--- src/rtl/fas_serial_ctrl.sv ---
// fas_serial_ctrl: bit-serial add/subtract sequencer.
// One full adder/subtractor step per clock, LSB first. The carry/borrow is held
// in a flip-flop between steps. The finished word, carry/borrow and signed
// overflow are published together on the last step and then held until the
// next completion.
module fas_serial_ctrl #(
  parameter int N = 8
) (
  input  logic         clk,
  input  logic         rst_n,
  input  logic         start,
  input  logic         a_ns,
  input  logic [N-1:0] a,
  input  logic [N-1:0] b,
  input  logic         abort,
  output logic         ready,
  output logic         busy,
  output logic         done,
  output logic [N-1:0] result,
  output logic         cout,
  output logic         ovf
);

  // Counter only needs to reach N-1; the extra bit keeps N=1 and powers of two simple.
  localparam int CW = $clog2(N) + 1;

  typedef enum logic [1:0] {
    IDLE = 2'd0,
    RUN  = 2'd1,
    DONE = 2'd2
  } state_t;

  state_t        state, state_nxt;

  logic [N-1:0]  a_sh, b_sh, res_sh;
  logic          carry;
  logic          add_q;
  logic          a_msb, b_msb;
  logic [CW-1:0] cnt;

  logic          sum_bit;
  logic          carry_nxt;
  logic          last_bit;
  logic [N-1:0]  res_nxt;

  // Single-bit adder/subtractor cell and the result shift-in from the MSB side.
  always_comb begin
    sum_bit = a_sh[0] ^ b_sh[0] ^ carry;
    if (add_q) begin
      carry_nxt = (a_sh[0] & b_sh[0]) | (a_sh[0] & carry) | (b_sh[0] & carry);
    end else begin
      carry_nxt = (~a_sh[0] & b_sh[0]) | (~a_sh[0] & carry) | (b_sh[0] & carry);
    end
    // Written as shift-and-or so the expression stays legal for N=1.
    res_nxt  = (res_sh >> 1) | (N'(sum_bit) << (N - 1));
    last_bit = (cnt == CW'(N - 1));
  end

  // Next-state decode.
  // NOTE: every variable written here gets a default first, so no latch is inferred.
  always_comb begin
    state_nxt = state;
    case (state)
      IDLE: if (start) state_nxt = RUN;
      RUN: begin
        if (abort)         state_nxt = IDLE;
        else if (last_bit) state_nxt = DONE;
      end
      DONE:    state_nxt = IDLE;
      default: state_nxt = IDLE;
    endcase
  end

  // State register.
  // NOTE: sequential state uses non-blocking assignments so all flops update from pre-edge values.
  always_ff @(posedge clk or negedge rst_n) begin
    if (!rst_n) state <= IDLE;
    else        state <= state_nxt;
  end

  // Operand capture, serial datapath and published outputs.
  always_ff @(posedge clk or negedge rst_n) begin
    if (!rst_n) begin
      a_sh   <= '0;
      b_sh   <= '0;
      res_sh <= '0;
      carry  <= 1'b0;
      add_q  <= 1'b0;
      a_msb  <= 1'b0;
      b_msb  <= 1'b0;
      cnt    <= '0;
      result <= '0;
      cout   <= 1'b0;
      ovf    <= 1'b0;
    end else begin
      if (state == IDLE && start) begin
        a_sh   <= a;
        b_sh   <= b;
        res_sh <= '0;
        carry  <= 1'b0;
        add_q  <= a_ns;
        a_msb  <= a[N-1];
        b_msb  <= b[N-1];
        cnt    <= '0;
      end else if (state == RUN && !abort) begin
        a_sh   <= a_sh >> 1;
        b_sh   <= b_sh >> 1;
        res_sh <= res_nxt;
        carry  <= carry_nxt;
        cnt    <= cnt + CW'(1);
        if (last_bit) begin
          result <= res_nxt;
          cout   <= carry_nxt;
          // Overflow judged from the captured operand sign bits and the new result sign.
          if (add_q) ovf <= (a_msb == b_msb) && (res_nxt[N-1] != a_msb);
          else       ovf <= (a_msb != b_msb) && (res_nxt[N-1] != a_msb);
        end
      end
    end
  end

  // Handshake outputs decode from state only.
  assign ready = (state == IDLE);
  assign busy  = (state == RUN);
  assign done  = (state == DONE);

endmodule
--- config.mk ---
export PLATFORM = sky130hd
export DESIGN_NAME = fas_serial_ctrl
export DESIGN_NICKNAME = d
export VERILOG_FILES = /design/src/rtl/fas_serial_ctrl.sv
export SDC_FILE = /design/constraint.sdc
export NUM_CORES = 1
export LEC_CHECK = 0
export ABC_AREA = 1
export CAP_MARGIN = 20
export CELL_PAD_IN_SITES_DETAIL_PLACEMENT = 1
export CELL_PAD_IN_SITES_GLOBAL_PLACEMENT = 2
export CORE_MARGIN = 5
export CORE_UTILIZATION = 31
export CTS_CLUSTER_DIAMETER = 200
export DETAILED_ROUTE_END_ITERATION = 10
export PLACE_DENSITY = 0.76
export SETUP_SLACK_MARGIN = 0.02
export SYNTH_ARGS = -nofsm -noshare
export SYNTH_HDL_FRONTEND = slang
export SYNTH_SLANG_ARGS = --single-unit
export TNS_END_PERCENT = 30
--- constraint.sdc ---
create_clock -name clk -period 1.31 [get_ports clk]
set_input_delay 0.262 -clock clk [delete_from_list [all_inputs] [get_ports clk]]
set_output_delay 0.262 -clock clk [all_outputs]
set_load 0.02 [all_outputs]
# After elaboration in Yosys (flattened, before gate mapping)
# Cells that the tools add are included.
totals:
  regBits: 44
  latchBits: 0
  ram_bits: 0
  mem_bits_ro: 0
  elab_cells: 60
  mem_count: 0
classes:
  addsub: 1
  mul: 0
  div: 0
  n_lt_le_gt_ge: 0
  eq_ne: 8
  shifts: 0
  muxes: 16
  bitwise: 14
  n_reduce_logical: 9
op_table:
  columns: ["cell", "n"]
  rows:
  - ["2-to-1 mux 8 bit", 6]
  - ["2-to-1 mux 4 bit", 2]
  - ["bitwise OR 7 x 8 -> 8 bit", 1]
  - ["2-to-1 mux 2 bit", 3]
  - ["AND 1 bit", 5]
  - ["adder 4 x 1 -> 4 bit (second input constant)", 1]
  - ["== test 4 x 3 -> 1 bit (second input constant)", 1]
  - ["logical AND 1 bit", 4]
  - ["2-to-1 mux 1 bit", 4]
  - ["bitwise OR 1 bit", 4]
  - ["one-hot mux 2 bit (2 select lines)", 1]
  - ["!= test 3 x 2 -> 1 bit (second input constant)", 1]
  - ["AND reduction 3 bit", 1]
  - ["== test 2 x 1 -> 1 bit (second input constant)", 1]
  - ["== test 2 bit (second input constant)", 1]
  - ["zero test 2 bit", 1]
  - ["!= test 1 bit", 2]
  - ["!= test 2 bit (second input constant)", 1]
  - ["inverter 1 bit", 2]
  - ["AND reduction 2 bit", 1]
  - ["nonzero test 2 bit", 1]
  - ["XOR 1 bit", 2]
  - ["== test 1 bit", 1]
  - ["zero test 1 bit", 1]

# Depth between registers and ports, before layout
logic_depth:
  depth_word: 7
  ltp_mapped: 9
  ltp_nobuf: 9

# Worst setup path after synthesis
# No wires, ideal clock.
synth_timing:
  path_kind: "reg-to-reg"
  start: "reg state[0]"
  end: "reg b_sh[2]"
  setup_ns: 0.124
  arrival_ns: 1.211
  setup_slack_ns: -0.025
  stages_incl_launch_ff: 8
  n_path_buf: 1
  path_cell_list: "dfrtp_1 > nor2_2 > nand2_4 > nand2_4 > inv_2 > buf_6 > nand2_1 > nand3_1"
synth_between:
  elab_chain_cells: 3
  elab_cells_between_ends: 6
synth_rtl:
  columns: ["item", "line_no", "rtl"]
  rows:
  - ["start, declared", "33", "state_t state, state_nxt;"]
  - ["start signal, assigned", "78", "else state <= state_nxt;"]
  - ["zero test 2 bit *", null, null]
  - ["named net ready", "16", "output logic ready,"]
  - ["logical AND 1 bit *", "96", "if (state == IDLE && start) begin"]
  - ["2-to-1 mux 8 bit / nonzero test 2 bit (equally long branches)", null, null]
  - ["end signal, assigned", "107", "b_sh <= b_sh >> 1;"]
  - ["end, declared", "35", "logic [N-1:0] a_sh, b_sh, res_sh;"]
# The timed path passes the listed nets; every way through them passes the cells marked *.
# A chain may end at the register's enable or synchronous reset.

# Worst setup path in the final report
layout_timing:
  start: "reg state[1]"
  end: "reg result[5]"
layout_between:
  elab_chain_cells: 4
  elab_cells_between_ends: 6
layout_rtl:
  columns: ["item", "line_no", "rtl"]
  rows:
  - ["zero test 2 bit", "96", null]
  - ["logical AND 1 bit", "96", null]
  - ["inverter 1 bit (no line)", null, null]
  - ["AND reduction 3 bit (no line) *", null, null]
  - ["end signal, assigned", "112", "result <= res_nxt;"]
  - ["end, declared", "19", "output logic [N-1:0] result,"]
# Mark *: on every way between the ends. The rest lies on a longest branch, timed or not.

==> summary.txt <==
Clock network
  • Root Driver: clkbuf_8
  • CTS tree: yes
  • Worst-path clk slew: around 80 ps
  • H-tree Lvls: 2
  • Clock sink count: 43
  • Longest Clk Path Bufs: 2
  • Clock latency on the worst-skew pair: about 300 ps
  • Inserted Clock Buffers: 5

Detailed routing
  • Final WL: approximately 5 mm
  • Antenna viol nets, final: 0
  • WL per Instance: 13.8 µm
  • DRC violations left: 0
  • Post-DR vias/cell: between 4 and 5
  • Via count: 1716
  • DR iter-0 viols: 39
  • Initial DRT Pass Iterations: 4

Logic synthesis
  • Cell variety after synth: 21
  • Syn_nets: about 250
  • Sequential-to-total area share from yosys stat: a little over half
  • Multiplexer share of the synthesized area: 0%
  • Simple-gate share of the synthesized area: 26.5%
  • Area leader, netlist: dfrtp_1
  • Post-Syn Instances: ~230
  • Post-synthesis cell area: 0.00199 mm²
  • Post-Syn Area per Cell: between 8 and 9 µm²
  • Xor and xnor area share after synthesis: less than 1%
  • Compound-Gate Fraction of Synth Area: under 10%
  • Yosys warnings: 0
  • Area share of the largest cell type after synthesis: 54.2%
  • Dominant cells by area after synthesis: dfrtp_1 54%, nand2_1 15%, nand3_1 5.3%, inv_1 4.5%, o21ai_2 3.5%
  • Seq cells post-synth: between 40 and 50
  • Largest family of logic cells by synthesized area: simple AND/OR/NAND/NOR gates
  • Synth Area in Adders: under 10%

Worst setup path
  • Max incr delay on CP: 440 ps
  • Reg-to-reg slack, setup: roughly 5.5 ps
  • CP required: ~1500 ps
  • Critical path class: reg -> reg
  • Capturing element type of the critical path: register
  • WP data arrival: 1540 ps
  • CP Launch Type: register
  • CP Max Fanout: 5
  • CP cell instances: inv_2, buf_6, nand3b_4, inv_8, nand2_2, buf_4, o21ai_2
  • Slowest CP cell: dfrtp_1
  • Worst path bufs/invs: 4
  • CP top delay family: buffers and inverters

STA
  • Final Hold Viols: 0
  • Worst slew pin tran: ~350 ps
  • Total negative slack: 0 ps
  • Worst clock skew: ~4.9 ps
  • Final Max Tran Viols: 0
  • Final setup fails: 0
  • Slew headroom: 76.8%
  • Final Cycle Share: 99.6%
  • Unrepaired setup endpoints after global routing: true
  • Post-layout min period: about 1300 ps
  • Peak Freq: roughly 0.77 GHz

Floorplanning
  • Core area: 0.00628 mm²
  • Die width: ~90 µm
  • Die Y: ~90 µm
  • Initial Util: between 30% and 40%
  • Site Rows: 29
  • # IOs: 34
  • Die area: just over 0.008 mm²

Final layout
  • Most common library cell in the layout ignoring fill and taps: nand2_1
  • Ant diodes: 0
  • Fraction of layout cells with a size suffix above 1: about 26%
  • Final net count: approximately 320
  • Area grow syn2layout: 45.2%
  • Most frequent cells in the layout: 76 x nand2_1, 42 x dfrtp_1, 21 x inv_1, 21 x buf_4

Global routing
  • First-pass GRT wire length: roughly 8 mm
  • Vias in the first global route: 1735
  • GRT Residual Overflow: 0
  • Initial antenna violation count: 0
  • Largest net degree at the start of global routing: 32
  • GRT Resource Usage Total: approximately an eighth

Power and ir drop
  • Static Leak: between 1 and 1.5 nW
  • Total power: between 3 and 4 mW
  • Peak VDD IR: between 0.0005 and 0.0006 V
  • PwrDens: about 1300 mW/mm²

Run
  • Max_cap viols: 0

Placed design
  • Final HPWL DP: approximately 3.3 mm
  • I/O Buffers: 33
  • Gp weighted congestion: 0.742

Hold path
  • Hold Path Class: in -> async

Outcome
  • Status: complete, no violations
## power breakdown
group	total (mW)	switching, mW	internal [mW]
clock	0.921	0.440	0.481
combinational	1.26	0.664	0.595
sequential	1.71	0.139	1.57
## state kept, by name, summed over array words and instances, names as in the netlist
signal  cells
a_sh        8
b_sh        8
result      8
res_sh      7
cnt         4
state       2
a_msb       1
add_q       1
b_msb       1
carry       1
cout        1
ovf         1
## kinds of logic after synthesis
kind of cell,after synthesis
flops,43
xor+xnor,1
simple gates,120
buf+inv,35
compound gates,25
fa+ha+maj,3
## stage by stage
step                      instance area [µm²]  hold slack [ps]  setup slack, ps  std cells  utilization, %
after floorplan                          1990            -33.6             72.7        227               -
after global placement                   2520              184             -193        347            40.1
after detailed placement                 2520              191             -254        347            40.1
after CTS                                2610              400            -39.0        357            41.6
after global routing                     2880              431            -57.9        369            45.9
final                                    2880              403             5.48        369            45.9
## area by class of cell
class,instances,area (µm²)
tap,77,96.3
multi-input combinational,151,841
inverter,27,119
timing repair buffer,63,649
fill,747,3390
sequential,43,1080
clock buffer,8,100
## cells in the mapped netlist
cell       n
inv_1     24
a21oi_1    1
o21ai_0    8
nand2_4    3
o22ai_1    7
nor3_1     1
nor2_1    11
o211ai_1   1
nand2_1   80
buf_4      4
o21ai_2    8
nand3b_1   2
nor2_2     1
buf_2      1
dfrtp_1   43
inv_2      3
nand3_1   21
nand3b_4   1
xor2_1     1
ha_1       3
buf_6      3
## timing repair
action	CTS	global route
endpoints found under the hold margin	12	0
hold buffers	1	0
endpoints found under the setup margin	33	47
setup buffers	1	8
gates cloned	0	4
pin swaps	0	8
gates resized for setup	27	49
## worst register-to-register path, cell delays in order, from the launching register on
cell and delay, ps:
dfrtp_1 440, inv_2 90, buf_6 100, nand3b_4 140
inv_8 140, nand2_2 90, buf_4 140, o21ai_2 100
## worst paths after layout
check,from,to,cells past startpoint
max,state[1],result[5],7
min,rst_n,res_sh[6],2
max reg2reg,state[1],result[5],7
min reg2reg,b_sh[7],b_sh[7],2
max in group asynchronous,rst_n,state[0],3
min in group clk,b_sh[7],b_sh[7],2
## metal layers
layer	share of wire, %	global-route usage [%]
met5	0	0
met4	1.1	4.09
met3	3.5	3.01
met1	44	14.3
met2	51	20.7
(Power assumes the default switching activity.)
